<file path="src/rtl/merge_sort_pkg.sv">
// Shared types and helpers for the merge_sort_stream block.
package merge_sort_pkg;

  localparam int DEF_COLUMN      = 3;
  localparam int DEF_ELEMENT_LEN = 8;

  // One row at the default geometry; byte c lives at bits [c*8 +: 8].
  typedef logic [DEF_COLUMN*DEF_ELEMENT_LEN-1:0] row_t;

  typedef enum logic [1:0] {
    IDLE  = 2'd0,
    LOAD  = 2'd1,
    MERGE = 2'd2,
    DRAIN = 2'd3
  } state_e;

  // Width of a selector over n items, never narrower than one bit.
  function automatic int clog2_min1(input int n);
    return (n <= 2) ? 1 : $clog2(n);
  endfunction

endpackage

</file>
<file path="src/rtl/merge_sort_stream_row_compare.sv">
// Cyclic lexicographic row compare: bytes key_sel, key_sel+1, ... mod COLUMN.
// take_a is high when row a must go first; equal rows take a (stable merge).
module row_compare import merge_sort_pkg::*; #(
  parameter int COLUMN      = 3,
  parameter int ELEMENT_LEN = 8,
  parameter int KW          = clog2_min1(COLUMN)
) (
  input  logic [COLUMN*ELEMENT_LEN-1:0] a,
  input  logic [COLUMN*ELEMENT_LEN-1:0] b,
  input  logic [KW-1:0]                 key_sel,
  input  logic                          descending,
  output logic                          take_a
);

  int                     start;
  int                     idx;
  logic                   decided;
  logic [ELEMENT_LEN-1:0] byte_a;
  logic [ELEMENT_LEN-1:0] byte_b;

  // First differing byte in rotation order decides; ties fall through to take a.
  always_comb begin
    // NOTE: every variable gets a default before any branch so no latch is inferred.
    start   = (int'(key_sel) >= COLUMN) ? 0 : int'(key_sel);
    idx     = 0;
    decided = 1'b0;
    byte_a  = '0;
    byte_b  = '0;
    take_a  = 1'b1;
    for (int i = 0; i < COLUMN; i++) begin
      idx = start + i;
      if (idx >= COLUMN) idx = idx - COLUMN;
      byte_a = a[idx*ELEMENT_LEN +: ELEMENT_LEN];
      byte_b = b[idx*ELEMENT_LEN +: ELEMENT_LEN];
      if (!decided && (byte_a != byte_b)) begin
        decided = 1'b1;
        take_a  = descending ? (byte_a > byte_b) : (byte_a < byte_b);
      end
    end
  end

endmodule

</file>
<file path="src/rtl/merge_sort_stream.sv">
// Iterative bottom-up merge sorter: LOAD rows into bank 0, run log2(ROWS)
// merge passes ping-ponging between two banks (one row written per cycle),
// then DRAIN the final bank over a registered valid/ready output.
// Optional feature macro: SORT_INDEX_EN adds an arrival-order tag per row and
// an out_index port carrying it alongside out_data.
module merge_sort_stream import merge_sort_pkg::*; #(
  parameter int ROWS        = 32,
  parameter int COLUMN      = 3,
  parameter int ELEMENT_LEN = 8
) (
  input  logic                            clk,
  input  logic                            rst,
  input  logic                            in_valid,
  output logic                            in_ready,
  input  logic [COLUMN*ELEMENT_LEN-1:0]   in_data,
  input  logic [clog2_min1(COLUMN)-1:0]   key_sel,
  input  logic                            descending,
  output logic                            out_valid,
  input  logic                            out_ready,
  output logic [COLUMN*ELEMENT_LEN-1:0]   out_data,
  output logic                            out_last,
  output logic                            busy,
  output logic                            sorted
`ifdef SORT_INDEX_EN
  , output logic [$clog2(ROWS)-1:0]       out_index
`endif
);

  localparam int RW = COLUMN*ELEMENT_LEN;
  localparam int AW = $clog2(ROWS);
  localparam int KW = clog2_min1(COLUMN);

  localparam logic [1:0] ST_IDLE  = IDLE;
  localparam logic [1:0] ST_LOAD  = LOAD;
  localparam logic [1:0] ST_MERGE = MERGE;
  localparam logic [1:0] ST_DRAIN = DRAIN;

  localparam logic [AW-1:0] ONE_A  = AW'(1);
  localparam logic [AW-1:0] HALF_A = AW'(ROWS/2);
  localparam logic [AW-1:0] LAST_A = AW'(ROWS-1);

  logic [1:0]    state_q, state_d;
  logic [AW-1:0] wr_q;          // next load address
  logic [AW-1:0] cnt_q;         // merge destination address within the pass
  logic [AW-1:0] w_q;           // current run width
  logic [AW-1:0] lcnt_q;        // rows already taken from the left run
  logic          src_q;         // bank being read during MERGE / DRAIN
  logic [AW:0]   rd_q;          // drain read address; top bit = all rows issued
  logic [KW-1:0] key_q;
  logic          desc_q;
  logic          out_valid_q, out_last_q, sorted_q;
  logic [RW-1:0] out_data_q;
  logic [RW-1:0] bank_q [2][ROWS];

  logic [AW-1:0] mask, off, base, rcnt, l_addr, r_addr, load_addr;
  logic          l_exh, r_exh, take_a, take_left, pair_end, pass_end, last_pass;
  logic          load_fire, drain_load, accept_last;
  logic [RW-1:0] row_l, row_r, mrow;

  assign in_ready  = (state_q == ST_IDLE) || (state_q == ST_LOAD);
  assign busy      = (state_q != ST_IDLE);
  assign out_valid = out_valid_q;
  assign out_data  = out_data_q;
  assign out_last  = out_last_q;
  assign sorted    = sorted_q;

  assign load_fire   = in_valid && in_ready;
  assign load_addr   = (state_q == ST_IDLE) ? '0 : wr_q;
  assign drain_load  = (state_q == ST_DRAIN) && !rd_q[AW] && (!out_valid_q || out_ready);
  assign accept_last = out_valid_q && out_ready && out_last_q;

  // Run-pair bookkeeping: the right count is implied by position minus left count.
  always_comb begin
    mask      = AW'((w_q << 1) - ONE_A);   // 2*width-1; wraps to all-ones on the last pass
    off       = cnt_q & mask;
    base      = cnt_q & ~mask;
    rcnt      = off - lcnt_q;
    l_addr    = base + lcnt_q;
    r_addr    = base + w_q + rcnt;
    l_exh     = (lcnt_q == w_q);
    r_exh     = (rcnt == w_q);
    pair_end  = (off == mask);
    pass_end  = (cnt_q == LAST_A);
    last_pass = (w_q == HALF_A);
    row_l     = bank_q[src_q][l_addr];
    row_r     = bank_q[src_q][r_addr];
    take_left = !l_exh && (r_exh || take_a);
    mrow      = take_left ? row_l : row_r;
  end

  row_compare #(
    .COLUMN      (COLUMN),
    .ELEMENT_LEN (ELEMENT_LEN),
    .KW          (KW)
  ) u_cmp (
    .a          (row_l),
    .b          (row_r),
    .key_sel    (key_q),
    .descending (desc_q),
    .take_a     (take_a)
  );

  // FSM next state.
  always_comb begin
    state_d = state_q;
    case (state_q)
      ST_IDLE:  if (in_valid) state_d = ST_LOAD;
      ST_LOAD:  if (in_valid && (wr_q == LAST_A)) state_d = ST_MERGE;
      ST_MERGE: if (pass_end && last_pass) state_d = ST_DRAIN;
      ST_DRAIN: if (accept_last) state_d = ST_IDLE;
      default:  state_d = ST_IDLE;
    endcase
  end

  // Control registers: load counter, merge pointers, pass/bank swap, drain address.
  always_ff @(posedge clk or posedge rst) begin
    // NOTE: sequential state uses non-blocking assignments so every register samples pre-edge values.
    if (rst) begin
      state_q <= ST_IDLE;
      wr_q    <= '0;
      cnt_q   <= '0;
      w_q     <= ONE_A;
      lcnt_q  <= '0;
      src_q   <= 1'b0;
      rd_q    <= '0;
      key_q   <= '0;
      desc_q  <= 1'b0;
    end else begin
      state_q <= state_d;
      case (state_q)
        ST_IDLE: if (in_valid) begin
          wr_q   <= ONE_A;
          key_q  <= key_sel;
          desc_q <= descending;
        end
        ST_LOAD: if (in_valid) begin
          wr_q <= wr_q + ONE_A;
          if (wr_q == LAST_A) begin
            cnt_q  <= '0;
            w_q    <= ONE_A;
            lcnt_q <= '0;
            src_q  <= 1'b0;
          end
        end
        ST_MERGE: begin
          cnt_q  <= cnt_q + ONE_A;
          lcnt_q <= pair_end ? '0 : lcnt_q + AW'(take_left);
          if (pass_end) begin
            src_q <= ~src_q;
            w_q   <= w_q << 1;
            rd_q  <= '0;
          end
        end
        ST_DRAIN: if (drain_load) rd_q <= rd_q + 1'b1;
        default: ;
      endcase
    end
  end

  // Registered output stage; holds row and last flag while stalled.
  always_ff @(posedge clk or posedge rst) begin
    if (rst) begin
      out_valid_q <= 1'b0;
      out_last_q  <= 1'b0;
      out_data_q  <= '0;
      sorted_q    <= 1'b0;
    end else begin
      sorted_q <= 1'b0;
      if (drain_load) begin
        out_valid_q <= 1'b1;
        out_data_q  <= bank_q[src_q][rd_q[AW-1:0]];
        out_last_q  <= (rd_q[AW-1:0] == LAST_A);
      end else if (out_valid_q && out_ready) begin
        out_valid_q <= 1'b0;
        out_last_q  <= 1'b0;
        sorted_q    <= out_last_q;
      end
    end
  end

  // Row storage: input rows go to bank 0, merge results to the non-source bank.
  always_ff @(posedge clk) begin
    // NOTE: bank storage is left unreset; every entry is written before it is read.
    if (load_fire) bank_q[0][load_addr] <= in_data;
    else if (state_q == ST_MERGE) bank_q[~src_q][cnt_q] <= mrow;
  end

`ifdef SORT_INDEX_EN
  logic [AW-1:0] tag_q [2][ROWS];
  logic [AW-1:0] out_index_q;

  assign out_index = out_index_q;

  // Arrival-order tags follow their rows through every merge pass.
  always_ff @(posedge clk) begin
    if (load_fire) tag_q[0][load_addr] <= load_addr;
    else if (state_q == ST_MERGE)
      tag_q[~src_q][cnt_q] <= take_left ? tag_q[src_q][l_addr] : tag_q[src_q][r_addr];
  end

  // Tag output register, updated in step with out_data.
  always_ff @(posedge clk or posedge rst) begin
    if (rst) out_index_q <= '0;
    else if (drain_load) out_index_q <= tag_q[src_q][rd_q[AW-1:0]];
  end
`endif

endmodule
</file>
<file path="config.mk">
export PLATFORM = sky130hd
export DESIGN_NAME = merge_sort_stream
export DESIGN_NICKNAME = d
export VERILOG_FILES = /design/src/rtl/merge_sort_pkg.sv /design/src/rtl/merge_sort_stream_row_compare.sv /design/src/rtl/merge_sort_stream.sv
export SDC_FILE = /design/constraint.sdc
export NUM_CORES = 2
export LEC_CHECK = 0
export ABC_AREA = 1
export CAP_MARGIN = 20
export CELL_PAD_IN_SITES_DETAIL_PLACEMENT = 1
export CELL_PAD_IN_SITES_GLOBAL_PLACEMENT = 2
export CORE_MARGIN = 5
export CORE_UTILIZATION = 40
export CTS_CLUSTER_DIAMETER = 30
export DETAILED_ROUTE_END_ITERATION = 12
export PLACE_DENSITY = 0.9
export REMOVE_ABC_BUFFERS = 1
export SYNTH_ARGS = -nofsm -noshare
export SYNTH_HDL_FRONTEND = slang
export SYNTH_SLANG_ARGS = --single-unit
</file>
<file path="constraint.sdc">
create_clock -name clk -period 15.44 [get_ports clk]
set_input_delay 2.316 -clock clk [delete_from_list [all_inputs] [get_ports clk]]
set_output_delay 2.316 -clock clk [all_outputs]
set_load 0.01 [all_outputs]
</file>
==> reports/qor.yml <==
finClkSkew_ps: 103
wl_um: 410000
grt_pass1_vias: 81600
final-setup-viol-count: 0
ant_nets: 0
cts_buffers: 392
synth_edf_count: 1536
grt_first_pass_wirelength_um: 578000
first_pass_iters: 6
cp_data_arrival_time_ps: 10550
synthArstFlopShare: 0.0370
nFillCells: 23900
place.gp.congestion: 0.958
rows: 168
fmax_ghz: 0.102
cts_max_path_buffers: 4
clock-sinks: 1595
whs_ps: 479
grt_usage: 0.364
clkTransAtPathRegs_ps: 50
cts_root_buffer: "clkbuf_16"
wl_per_cell_um: 31.7
clk_latency_ps: 1010
post-cts-setup-buffer-count: 0
rsz0062_at_grt: "no"
crit_required_ps: 16140
drt_iter0_markers: 10800
synth_commonest_cells: "nand2_1, nand3_1, edfxtp_1"
ys.flop_type: "edfxtp_1"
dieWidth_um: 468
yosysTopAreaCell: "edfxtp_1"
synth_area_um2: 83800
cts_hold_buf: 0
ctsHtreeMaxLevel: 5
nets: 9866
route.vias.total: 80800
cp_max_fo: 33
yosys_warnings: 0
setup_tns_ps: 0
worst_path_most_repeated_cell: "nand2_1"
ys_seq_elements: 1595
die_area_um2: 219000
place_hpwl_um: 229000
drive_gt1_frac: 0.0969
post_cts_resized: 0
relSlewSlack: 0.0118
synth.avg_cell_area_um2: 8.56
die_h_um: 468
drc_errors: 0
pin_count: 60
timing.final.ws_setup_ps: 5590
period_needed_ps: 9850
cp-end-kind: "flop"
status: "finished, final reports clean"
synthCells: 9788
synthTopCellsByArea: "edfxtp_1, nand2_1, nand3_1"
hold_path.class: "flop to flop"
dp_slack_ps: 5820
yosysMostFrequentCell: "nand2_1"
start_util: 0.401
grt_max_degree: 164
path_class: "flop to flop"
worst_path_max_delay_cell: "o21ai_1"
max_stage_delay_ps: 620
cts_tree: "yes"
period_share: 0.638
slew_viol_final: 0
ys_seq_area_frac: 0.568
grt-ovfl-total: 0
tightest_slew_ps: 1480
vias_per_cell: 6.26
hold_viol_final: 0
coreArea_um2: 209000
cp-start-kind: "flop"
ys_types: 53
yosysTopAreaCellShare: 0.551
area_growth_pct: 20.1
antenna_found_initial: 19
maxCapViolCount: 0
port_buffers: 59
==> through the flow <==
step	instances	instance area [um^2]	utilization
final	12900	101000	0.482
after CTS	12900	100000	0.481
after global routing	12900	101000	0.482
after detailed placement	12200	87200	0.418
after floorplan	9112	80500	-
after global placement	12200	87200	0.417
==> worst max-delay path, delay by kind of cell, from the launching register on <==
family                   cells  cell delay [ps]
flip-flops                   1              600
XOR/XNOR                     1              180
buffers and inverters        8             2550
AO/OA/AOI/OAI                3              980
AND/OR/NAND/NOR             20             3410
adder cells (fa/ha/maj)      5             1730
==> path summary, 6_finish.rpt <==
check	startpoint	end	slack [ps]	cells after the start
max	w_q[0]	bank_q[0][168]	5590	37
min	out_data[22]	out_data[22]	480	2
max reg2reg	w_q[0]	bank_q[0][168]	5590	37
min reg2reg	out_data[22]	out_data[22]	480	2
max in group asynchronous	rst	rd_q[2]	12450	3
min in group asynchronous	rst	out_data[22]	1640	2
==> kinds of logic (layout without fill, tap and decap cells) <==
family	count (synthesis)	after routing	synth area share
other	0	5	0
AO/OA/AOI/OAI	860	860	0.0605
AND/OR/NAND/NOR	6429	6429	0.314
flip-flops	1595	1595	0.568
adder cells (fa/ha/maj)	63	63	0.00995
buffers and inverters	831	1135	0.0458
XOR/XNOR	10	10	0.00136
==> cells in the final DEF, fill, tap and decap left out, types with 13 or more instances in the layout <==
cell and instances:
a22oi_1 88, buf_4 182, o21ai_1 41, o21ai_4 16
ha_1 54, clkbuf_1 42, clkinv_4 28, a21oi_1 167
o22ai_1 28, o211ai_1 82, nor2_1 279, bufinv_16 56
clkinv_1 44, o21ai_0 338, nand2_1 4399, dfrtp_1 53
a211oi_1 19, clkinv_2 66, clkdlybuf4s50_1 59, inv_6 13
edfxtp_1 1536, clkbuf_16 396, inv_1 125, a221oi_1 46
nor2_4 26, buf_12 22, clkinvlp_4 60, nand3_1 1649
nand2_2 26
==> registers in the layout, summed over array words and instances (netlist names) <==
name,cells
out_last,1
key_q,2
bank_q,1536
desc_q,1
src_q,1
out_valid,1
out_data,24
w_q,5
rd_q,6
lcnt_q,5
sorted,1
wr_q,5
state_q,2
cnt_q,5
==> area by class of cell <==
| type | instances | area [um^2] | area share |
|---|---|---|---|
| antenna | 5 | 12.5 | 0.000124 |
| tap | 2805 | 3510 | 0.0349 |
| clock buffer | 443 | 10100 | 0.101 |
| multi-input combinational | 7362 | 33100 | 0.329 |
| clock inverter | 271 | 3130 | 0.0311 |
| inverter | 155 | 671 | 0.00666 |
| timing repair buffer | 266 | 2480 | 0.0246 |
| sequential | 1595 | 47600 | 0.473 |
==> metal layers <==
layer  wire length, um  share of wire  GRT usage
met4             38400          0.094      0.284
met3             45800           0.11     0.0909
met1            149000           0.36      0.448
met2            176000           0.43      0.549
met5                70        0.00017          0
Power is left out: the tool's default activity adds up to more than one toggle a clock period on the data nets, which glitch-free logic cannot reach.
